## src/rtl/if_id_stage.sv

```systemverilog
// Fetch stage and IF/ID pipeline register: owns the PC, assembles one- and
// two-byte instructions into a decode packet, honours stall/flush/redirect.
module if_id_stage #(
   parameter logic [7:0] RESET_VEC_ADDR = 8'h00,
   parameter logic [3:0] LONG_OPC       = 4'hC
) (
   input  logic       clk,
   input  logic       reset,
   input  logic       stall_F,
   input  logic       flush_D,
   input  logic [1:0] pc_sel,
   input  logic [7:0] branch_target,
   input  logic [7:0] mem_pc,
   input  logic [7:0] imem_data,
   output logic [7:0] imem_addr,
   output logic [7:0] instr_D,
   output logic [7:0] imm_D,
   output logic [7:0] pc_D,
   output logic [7:0] pc_plus_1_D,
   output logic       valid_D
);

   typedef enum logic [1:0] {BOOT = 2'd0, FETCH = 2'd1, IMM = 2'd2} state_t;

   state_t     state_q;
   logic [7:0] pc_q, held_op_q, held_pc_q;
   logic [7:0] instr_q, imm_q, pcd_q, pc1d_q;
   logic       valid_q;

   logic [7:0] pc_inc, redir_pc;
   logic       redirect, is_long;

   assign pc_inc    = pc_q + 8'd1;
   assign redirect  = (pc_sel == 2'b01) || (pc_sel == 2'b10);
   assign redir_pc  = (pc_sel == 2'b01) ? branch_target : mem_pc;
   assign is_long   = (imem_data[7:4] == LONG_OPC);
   assign imem_addr = (state_q == BOOT) ? RESET_VEC_ADDR : pc_q;

   assign instr_D     = instr_q;
   assign imm_D       = imm_q;
   assign pc_D        = pcd_q;
   assign pc_plus_1_D = pc1d_q;
   assign valid_D     = valid_q;

   always_ff @(posedge clk or posedge reset) begin
      if (reset) begin
         state_q   <= BOOT;
         pc_q      <= 8'h00;
         held_op_q <= 8'h00;
         held_pc_q <= 8'h00;
         instr_q   <= 8'h00;
         imm_q     <= 8'h00;
         pcd_q     <= 8'h00;
         pc1d_q    <= 8'h00;
         valid_q   <= 1'b0;
      end else if (state_q == BOOT) begin
         pc_q    <= imem_data;
         state_q <= FETCH;
         valid_q <= 1'b0;
      end else if (redirect) begin
         // Wrong-path byte on the bus is squashed along with any held opcode.
         pc_q    <= redir_pc;
         state_q <= FETCH;
         instr_q <= 8'h00;
         imm_q   <= 8'h00;
         pcd_q   <= 8'h00;
         pc1d_q  <= 8'h00;
         valid_q <= 1'b0;
      end else if (flush_D || !stall_F) begin
         pc_q    <= pc_inc;
         instr_q <= 8'h00;
         imm_q   <= 8'h00;
         pcd_q   <= 8'h00;
         pc1d_q  <= 8'h00;
         valid_q <= 1'b0;
         if (state_q == IMM) begin
            state_q <= FETCH;
            if (!flush_D) begin
               instr_q <= held_op_q;
               imm_q   <= imem_data;
               pcd_q   <= held_pc_q;
               pc1d_q  <= pc_inc;
               valid_q <= 1'b1;
            end
         end else if (is_long) begin
            held_op_q <= imem_data;
            held_pc_q <= pc_q;
            state_q   <= IMM;
         end else if (!flush_D) begin
            instr_q <= imem_data;
            pcd_q   <= pc_q;
            pc1d_q  <= pc_inc;
            valid_q <= 1'b1;
         end
      end
   end

endmodule

```

## config.mk

```make
export PLATFORM = sky130hd
export DESIGN_NAME = if_id_stage
export DESIGN_NICKNAME = d
export VERILOG_FILES = /design/src/rtl/if_id_stage.sv
export SDC_FILE = /design/constraint.sdc
export NUM_CORES = 1
export LEC_CHECK = 0
export ABC_AREA = 1
export CAP_MARGIN = 0
export CORE_MARGIN = 4
export CORE_UTILIZATION = 43
export CTS_CLUSTER_DIAMETER = 150
export DETAILED_ROUTE_END_ITERATION = 12
export MAX_ROUTING_LAYER = met4
export PLACE_DENSITY_LB_ADDON = 0.25
export SYNTH_ARGS = -nofsm -noshare
export SYNTH_HDL_FRONTEND = slang
export SYNTH_SLANG_ARGS = --single-unit
```

## constraint.sdc

```tcl
create_clock -name clk -period 3.9 [get_ports clk]
set_input_delay 0.78 -clock clk [delete_from_list [all_inputs] [get_ports clk]]
set_output_delay 0.78 -clock clk [all_outputs]
set_load 0.02 [all_outputs]
```

Word level (Yosys, flattened, before mapping):

Index checks and enable logic that the tools add are counted.

* $add $sub $neg: 1
* reduce and logical (&&, ||, !) cells: 10
* $mul: 0
* shifts and indexed selects: 0
* eq/ne operators: 4
* muxes and demuxes: 36
* bitwise logic cells: 3
* magnitude comparators: 0
* div/mod/pow operators: 0

Operator list (number)
* 2-to-1 mux 8 bit: 25
* 2-to-1 mux 2 bit: 5
* adder 8 x 1 -> 8 bit (second input constant): 1
* 2-to-1 mux 1 bit: 6
* AND reduction 5 bit: 1
* equality test 2 bit (second input constant): 2
* equality test 4 bit (second input constant): 1
* AND reduction 2 bit: 2
* nonzero test 4 bit: 1
* inverter 1 bit: 3
* nonzero test 3 bit: 1
* equality test 2 x 1 -> 1 bit (second input constant): 1
* zero test 2 bit: 1
* logical OR 1 bit: 2
* nonzero test 2 bit: 1
* zero test 1 bit: 1

* flip-flop bits (word level): 59
* bits of input ports: 30
* memories kept: 0
* memory bits (writable): 0
* output and inout port bits: 41
* latch bits: 0
* ROM bits: 0

Depth between registers and ports, before layout:

Gate-level depths: netlist of the first run.

* word-level depth: 6
* mapped depth: 10
* mapped depth without buffers: 9

Worst setup path before layout of the first run:

No wires, ideal clock.

* path type: in2reg
* from: input pc_sel[1]
* to: register held_op_q[6]
* arrival: 1.732 ns
* slack: 2.040 ns
* library setup time: 0.127 ns
* cell stages on the path: 7
* cell sequence: inv_1 > ha_1 > nand2_1 > inv_2 > nand4_2 > inv_1 > or2_2

* cells in the longest elaborated chain, start to end: 4
* elaborated cells between the ends (all ways): 5

Ends and longest elaborated chain
* start, declared: line 11 `input logic [1:0] pc_sel,`
* equality test 2 x 1 -> 1 bit / equality test 2 bit (equally long branches): line 34 `assign redirect = (pc_sel == 2'b01) || (pc_sel == 2'b10);`
* logical OR 1 bit (*): line 34
* inverter 1 bit (no line) (*)
* AND reduction 5 bit (no line) (*)
* end signal, assigned: line 86 `held_op_q <= imem_data;`
* end, declared: line 26 `logic [7:0] pc_q, held_op_q, held_pc_q;`

Mark *: on every way between the ends. The rest lies on a longest branch, timed or not.
A chain may end at the register's enable or synchronous reset.

Worst setup path in the final report of the first run:

* from: input pc_sel[1]
* to: register held_op_q[1]

The elaborated chain is that of the path after synthesis.

==> out/qor.txt, run 1 <==
Slew headroom -> 0.617
number of inserted diodes -> 0
critical path launch point type -> primary input
# fillers -> 649
Synthesis Warnings -> 0
RR Startpoint -> state_q[0]
CTS tree -> built
hold violation count in the final report -> 0
Max clock buf depth -> 2
drt pass-1 iters -> 4
clock-pin slew on the worst setup and hold paths -> 70 ps
Avg Vias per Cell -> 4.95
HPWL after DPL -> 5640 um
initial DRC count -> 184
Setup Total Neg Slack -> 0 ps
total core area -> 6830 um^2
DRT Wirelength -> 7560 um
Routed Antenna Nets -> 0
Rows -> 30
die height -> 91.9 um
post-synthesis sequential area ratio -> 0.487
Avg Inst Size Synth -> 7.55 um^2
Netlist Area Pre-Place -> 3030 um^2
Worst EP arrival -> 2930 ps
post-cts resize count -> 0
gp weighted congestion -> 0.931
global-route usage over all layers -> 0.195
RSZ-0062 raised after global routing -> false
die width -> 91.9 um
initial antenna violation count -> 0
vias in the first global route -> 2671
Final Instance Area -> 3990 um^2
Max Slew Vio Count -> 0
commonest cells after routing, fill and taps aside -> nand2_1, clkdlybuf4s50_1, dfrtp_1, nor2_1, nand3_1
critical path capture point type -> flip-flop
peak supply drop -> 0.000225 V
die area -> 8450 um^2
Initial Util -> 0.443
Finished Layout Cells -> 567
post-DR wirelength/cell -> 13.3 um
Worst-Skew Late Latency -> 330 ps
worst hold path type -> flip-flop to flip-flop
WP data required -> 4110 ps
library cells used by synthesis -> 28
Crit. Startpoint -> pc_sel[1]
max incr delay on CP -> 580 ps
nets -> 498
final core utilization -> 0.583
Ports -> 71
layout cells sized above 1 -> 0.0722
GR Overflow Total -> 0
placed insts -> 551
critical path type -> primary input to flip-flop
Port Buffers -> 70
final setup violation count -> 0
hold_buf cts -> 0
Synth top area share -> 0.487
power per cell area -> 488 nW/um^2
Clock Tree Root -> clkbuf_8
first-pass GRT wire length -> 12500 um
P&R area growth vs syn -> 31.6%
largest area contributor in the netlist -> dfrtp_1
post-layout min period -> 2720 ps
Critical Path Fanout Max -> 22
leakage -> 1.95 nW
largest net degree at the start of global routing -> 39
status -> completed
top post-synthesis cells by area -> dfrtp_1, nand2_1, nand3_1
post-route clock period utilization -> 0.697
Max Freq -> 368 MHz
number of synthesized register bits -> 59
Placed Area -> 3760 um^2
setup bufs post-CTS -> 0
H-tree levels -> 3
Post-Syn Nets -> 433
worst path cell trace -> clkdlybuf4s50_1 > inv_1 > ha_1 > nand2_1 > inv_2 > nand4_2 > inv_1 > o21ai_0
hold path start -> held_op_q[7]
cts bufs inserted -> 9
# DRC -> 0
total vias in the final route -> 2809
commonest non-fill, non-tap cell in the layout -> nand2_1
Slew @ Worst Pin -> 573 ps
crit path max-delay cell type -> ha_1
max_cap viols -> 0
post-synthesis cell count -> 401
clk_skew -> 5.77 ps
CP most frequent cell -> inv_1
# clock sinks -> 59
## final timing paths
kind                       slack, ps             end  depth (start not counted)
max                             1180    held_op_q[1]                          8
max reg2reg                     1640  pc_plus_1_D[7]                          7
min in group asynchronous        790        imm_D[1]                          2
min                              460    held_op_q[7]                          2
max in group asynchronous       2240         pc_q[1]                          3
min reg2reg                      460    held_op_q[7]                          2
## kinds of logic after synthesis
kind of cell | synth area share
buffers and inverters | 0.0781
and+or+nand+nor | 0.320
adders and majority gates | 0.00826
xor gates and xnor gates | 0.00289
AOI/OAI and AO/OA | 0.103
DFF | 0.487
## synthesized netlist by cell type
library cell	number
nand2_1	144
dfrtp_1	59
nor2_1	38
nand3_1	34
o21ai_0	32
inv_1	31
o21ai_1	12
buf_2	9
o31ai_1	7
buf_4	6
a21oi_1	5
inv_2	4
nand2_4	3
ha_1	2
nor2_2	2
clkbuf_1	1
clkbuf_2	1
inv_4	1
nand2_2	1
nand3_2	1
nand3_4	1
nand4_1	1
nand4_2	1
nor2_4	1
o21a_1	1
o21bai_1	1
or2_2	1
xnor2_1	1
## state kept, by name (all words and copies together), names as in the netlist
name	count
pc_q	8
pc_D	8
held_op_q	8
instr_D	8
state_q	2
valid_D	1
held_pc_q	8
imm_D	8
pc_plus_1_D	8
## critical path: cells and delay by family
kind,cells,cell delay (ps)
adders and majority gates,1,580
and+or+nand+nor,2,550
AOI/OAI and AO/OA,1,110
buffers and inverters,4,900
## layer usage
layer / global-route usage / routed length, um / vias up
met5: - / 0 / -
met4: 0.0681 / 123 / 0
met3: 0.0402 / 354 / 10
met2: 0.325 / 3780 / 80
met1: 0.236 / 3300 / 1310
li1: - / - / 1409
## final cells by class
type,instances,area [um^2],share of cell area
Inverter,36,138,0.0345
Timing Repair Buffer,71,708,0.178
Tap cell,96,120,0.0301
Sequential cell,59,1480,0.370
Clock inverter,6,88.8,0.0223
Multi-Input combinational cell,289,1320,0.330
Clock buffer,10,138,0.0345
## metrics by stage
step / worst slack [ps] / hold slack (ps) / total power [mW]
detailed placement: 839 / 446 / 1.33
global route: 962 / 503 / 2.06
CTS: 1190 / 462 / 1.96
finish: 1180 / 462 / 1.95
floorplan: 1660 / 422 / 1.11
global placement: 898 / 436 / 1.32
## where the power goes
part / switching [mW] / internal, mW / total (mW)
Sequential: 0.0717 / 0.710 / 0.782
Clock: 0.252 / 0.377 / 0.629
Combinational: 0.319 / 0.217 / 0.535
Total: 0.642 / 1.30 / 1.95
Note: power is estimated with default switching activity, not from simulation.
==> run 2: changes to the inputs <==
Clock period 3.9 ns to 2.85 ns, I/O delays scaled along.
==> out/qor.txt, run 2 (synthesis gave the netlist of run 1 again) <==
status -> completed
Max Freq -> 419 MHz
critical path type -> flip-flop to primary output
worst path cell trace -> inv_1 > nand2_4 > inv_2 > nor2_1 > clkdlybuf4s50_1
clk_skew -> 7.39 ps
Placed Area -> 3800 um^2
critical path capture point type -> primary output
die area -> 8450 um^2
max_cap viols -> 0
cts bufs inserted -> 9
peak supply drop -> 0.000251 V
# clock sinks -> 59
initial DRC count -> 147
# DRC -> 0
# fillers -> 646
Max clock buf depth -> 2
Initial Util -> 0.443
die height -> 91.9 um
Rows -> 30
WHS -> 458 ps
layout cells sized above 1 -> 0.0800
HPWL after DPL -> 5780 um
H-tree levels -> 3
total core area -> 6830 um^2
total vias in the final route -> 2788
hold_buf cts -> 0
nets -> 502
gp weighted congestion -> 0.934
vias in the first global route -> 2631
clock-pin slew on the worst setup and hold paths -> 60 ps
Max Slew Vio Count -> 0
Slew @ Worst Pin -> 572 ps
critical path launch point type -> flip-flop
final setup violation count -> 0
first-pass GRT wire length -> 12700 um
Slew headroom -> 0.618
number of inserted diodes -> 0
Port Buffers -> 70
commonest non-fill, non-tap cell in the layout -> nand2_1
post-route clock period utilization -> 0.838
Avg Vias per Cell -> 4.88
crit path max-delay cell type -> clkdlybuf4s50_1
Worst EP arrival -> 1820 ps
global-route usage over all layers -> 0.196
Finished Layout Cells -> 571
commonest cells after routing, fill and taps aside -> nand2_1, clkdlybuf4s50_1, dfrtp_1, nor2_1, nand3_1
post-DR wirelength/cell -> 13.5 um
hold violation count in the final report -> 0
Clock Tree Root -> clkbuf_8
initial antenna violation count -> 0
Final Instance Area -> 4010 um^2
post-layout min period -> 2390 ps
Ports -> 71
leakage -> 1.97 nW
RR Startpoint -> state_q[0]
CTS tree -> built
placed insts -> 555
power per cell area -> 652 nW/um^2
Routed Antenna Nets -> 0
Setup Total Neg Slack -> 0 ps
Critical Path End -> imem_addr[5]
worst r2r path cells -> 9
GR Overflow Total -> 0
DRT Wirelength -> 7720 um
max incr delay on CP -> 550 ps
Worst-Skew Late Latency -> 340 ps
Critical Path Fanout Max -> 14
worst hold path type -> flip-flop to flip-flop
largest net degree at the start of global routing -> 37
flop-to-flop setup slack -> 990 ps
WP data required -> 2280 ps
P&R area growth vs syn -> 32.5%
DP Worst Slack -> 363 ps
Pwr Total -> 2.62 mW
setup bufs post-CTS -> 0
Crit. Startpoint -> state_q[0]
die width -> 91.9 um
RSZ-0062 raised after global routing -> false
r2r endpoint -> pc_plus_1_D[4]
final core utilization -> 0.588
worst setup margin -> 462 ps
drt pass-1 iters -> 6
post-cts resize count -> 0
run 2: critical path, delay by kind of cell (launching register included):
kind,cells,cell delay [ps]
AND/OR/NAND/NOR,2,190
buffers and inverters,3,900
flip-flops,1,390
run 2: report_power, final:
group,internal [mW],switching (mW),leakage [nW],total (mW)
registers,0.972,0.0994,0.763,1.07
clock network,0.472,0.333,0.108,0.805
logic,0.301,0.441,1.10,0.742
total,1.74,0.874,1.97,2.62
run 2: metal layers:
metal  global-route usage  vias to the layer above  wire length, um
li1                     -                     1417                -
met5                    -                        -                0
met1                0.258                     1263             3630
met2                0.302                       97             3550
met4               0.0829                        0              124
met3               0.0312                       11              417
run 2: area by class of cell:
type / instances / area, um^2 / share of cell area
clock buffers: 12 / 165 / 0.0411
clock inverters: 4 / 47.5 / 0.0118
inverters: 36 / 138 / 0.0343
multi-input cells: 289 / 1320 / 0.328
flip-flops and latches: 59 / 1480 / 0.368
well taps: 96 / 120 / 0.0299
repair buffers: 75 / 751 / 0.187
run 2: worst min path at each step:
stage,from,endpoint,cells past startpoint
floorplan,held_op_q[7],held_op_q[7],2
global placement,held_op_q[7],held_op_q[7],2
detailed placement,held_op_q[7],held_op_q[7],2
CTS,held_op_q[7],held_op_q[7],2
global route,held_op_q[7],held_op_q[7],2
finish,held_op_q[7],held_op_q[7],2
==> run 3: changes to the inputs <==
Clock period 2.85 ns to 1.9 ns, I/O delays scaled along.
==> out/qor.txt, run 3 (synthesis gave the netlist of run 1 again) <==
number of inserted diodes -> 0
commonest non-fill, non-tap cell in the layout -> nand2_1
Storage cell area -> 1480 um^2
Max Freq -> 550 MHz
area occupied by multi-input gates -> 1320 um^2
post-route clock period utilization -> 0.957
Slew headroom -> 0.723
vias in the first global route -> 2868
Max Slew Vio Count -> 0
first-pass GRT wire length -> 13600 um
Max clock buf depth -> 2
Initial Util -> 0.443
clk_skew -> 10.7 ps
r2r endpoint -> pc_q[2]
total core area -> 6830 um^2
worst path cell trace -> inv_1 > nand2_4 > inv_4 > nor2_1 > dlygate4sd2_1
commonest cells after routing, fill and taps aside -> nand2_1, clkdlybuf4s50_1, dfrtp_1, nor2_1, nand3_1
post-layout min period -> 1820 ps
die width -> 91.9 um
initial antenna violation count -> 0
Avg Vias per Cell -> 4.90
leakage -> 2.12 nW
post-DR wirelength/cell -> 13.7 um
Worst-Skew Late Latency -> 340 ps
global-route usage over all layers -> 0.212
DRT Wirelength -> 8150 um
initial DRC count -> 185
crit path max-delay cell type -> dfrtp_1
drt pass-1 iters -> 5
largest net degree at the start of global routing -> 22
clock-pin slew on the worst setup and hold paths -> 70 ps
critical path launch point type -> flip-flop
flop-to-flop setup slack -> 450 ps
CTS tree -> built
RSZ-0062 raised after global routing -> false
critical path type -> flip-flop to primary output
critical path capture point type -> primary output
HPWL after DPL -> 6300 um
worst setup margin -> 81.4 ps
Rows -> 30
DP Worst Slack -> -78.6 ps
Port Buffers -> 70
Routed Antenna Nets -> 0
max incr delay on CP -> 380 ps
RR Startpoint -> pc_q[0]
setup bufs post-CTS -> 0
worst hold path type -> primary input to async pin
Slew @ Worst Pin -> 416 ps
peak supply drop -> 0.000439 V
P&R area growth vs syn -> 40.5%
H-tree levels -> 3
WHS -> 346 ps
final setup violation count -> 0
gp weighted congestion -> 0.947
total vias in the final route -> 2922
cts bufs inserted -> 9
worst r2r path cells -> 6
Ports -> 71
WP data required -> 1520 ps
# clock sinks -> 59
Worst EP arrival -> 1440 ps
status -> completed
die height -> 91.9 um
layout cells sized above 1 -> 0.126
Critical Path Fanout Max -> 11
GR Overflow Total -> 0
hold violation count in the final report -> 0
hold_buf cts -> 0
power per cell area -> 992 nW/um^2
max_cap viols -> 0
# fillers -> 616
# DRC -> 0
nets -> 527
Clock Tree Root -> clkbuf_8
die area -> 8450 um^2
-- run 3: cell types whose count changed in the layout (fill, tap and decap cells not counted), sizes merged --
cell / previous run / this run
dlygate4sd2: 0 / 7
clkbuf: 12 / 10
clkdlybuf4s15: 0 / 1
buf: 5 / 30
clkinv: 2 / 1
clkdlybuf4s50: 70 / 62
bufinv: 1 / 3
inv: 36 / 37
-- run 3: final cells by class --
class / count / area share
Sequential cell: 59 / 0.347
Multi-Input combinational cell: 289 / 0.309
Timing Repair Buffer: 100 / 0.224
Inverter: 36 / 0.0329
Clock buffer: 10 / 0.0323
Tap cell: 96 / 0.0282
Clock inverter: 6 / 0.0262
-- run 3: critical path: cells and delay by family, from the launching register on --
family	cells	cell delay [ps]
DFF	1	380
and+or+nand+nor	2	150
buffers and inverters	3	580
-- run 3: routing by layer --
metal | global-route usage | wire length (um)
met5 | - | 0
met4 | 0.0879 | 169
met3 | 0.0492 | 428
met2 | 0.355 | 4070
met1 | 0.246 | 3480
-- run 3: stage by stage --
| step | setup TNS [ps] | std cells | instance area [um^2] | utilization | total power [mW] |
|---|---|---|---|---|---|
| final | 0 | 596 | 4260 | 0.623 | 4.22 |
| after global routing | 0 | 596 | 4260 | 0.623 | 4.46 |
| after CTS | 0 | 596 | 4260 | 0.623 | 4.24 |
| after detailed placement | -1630 | 580 | 4010 | 0.588 | 2.85 |
| after global placement | -963 | 580 | 4010 | 0.588 | 2.82 |
| after floorplan | 0 | 401 | 3030 | - | 2.28 |
-- run 3: report_power, final --
group | leakage (nW) | internal [mW] | switching, mW
clock | 0.123 | 0.909 | 0.525
combinational | 1.24 | 0.498 | 0.714
sequential | 0.763 | 1.46 | 0.120
total | 2.12 | 2.86 | 1.36
-- run 3: worst max-delay path by stage --
stage                     from           end  slack [ps]  depth (start not counted)
finish              state_q[0]  imem_addr[7]          80                          5
global route        state_q[0]  imem_addr[5]          10                          5
CTS                 state_q[0]  imem_addr[5]          60                          5
detailed placement   pc_sel[1]    instr_D[1]         -80                          9
global placement     pc_sel[1]       pc_q[0]         -60                          8
floorplan                reset  held_op_q[0]          60                          1
-- run 3: repair_timing --
action | CTS | global route
pin swaps | 0 | 0
resized for setup | 9 | 1
endpoints found under the setup margin | 8 | 1
hold endpoints to repair | 0 | 0
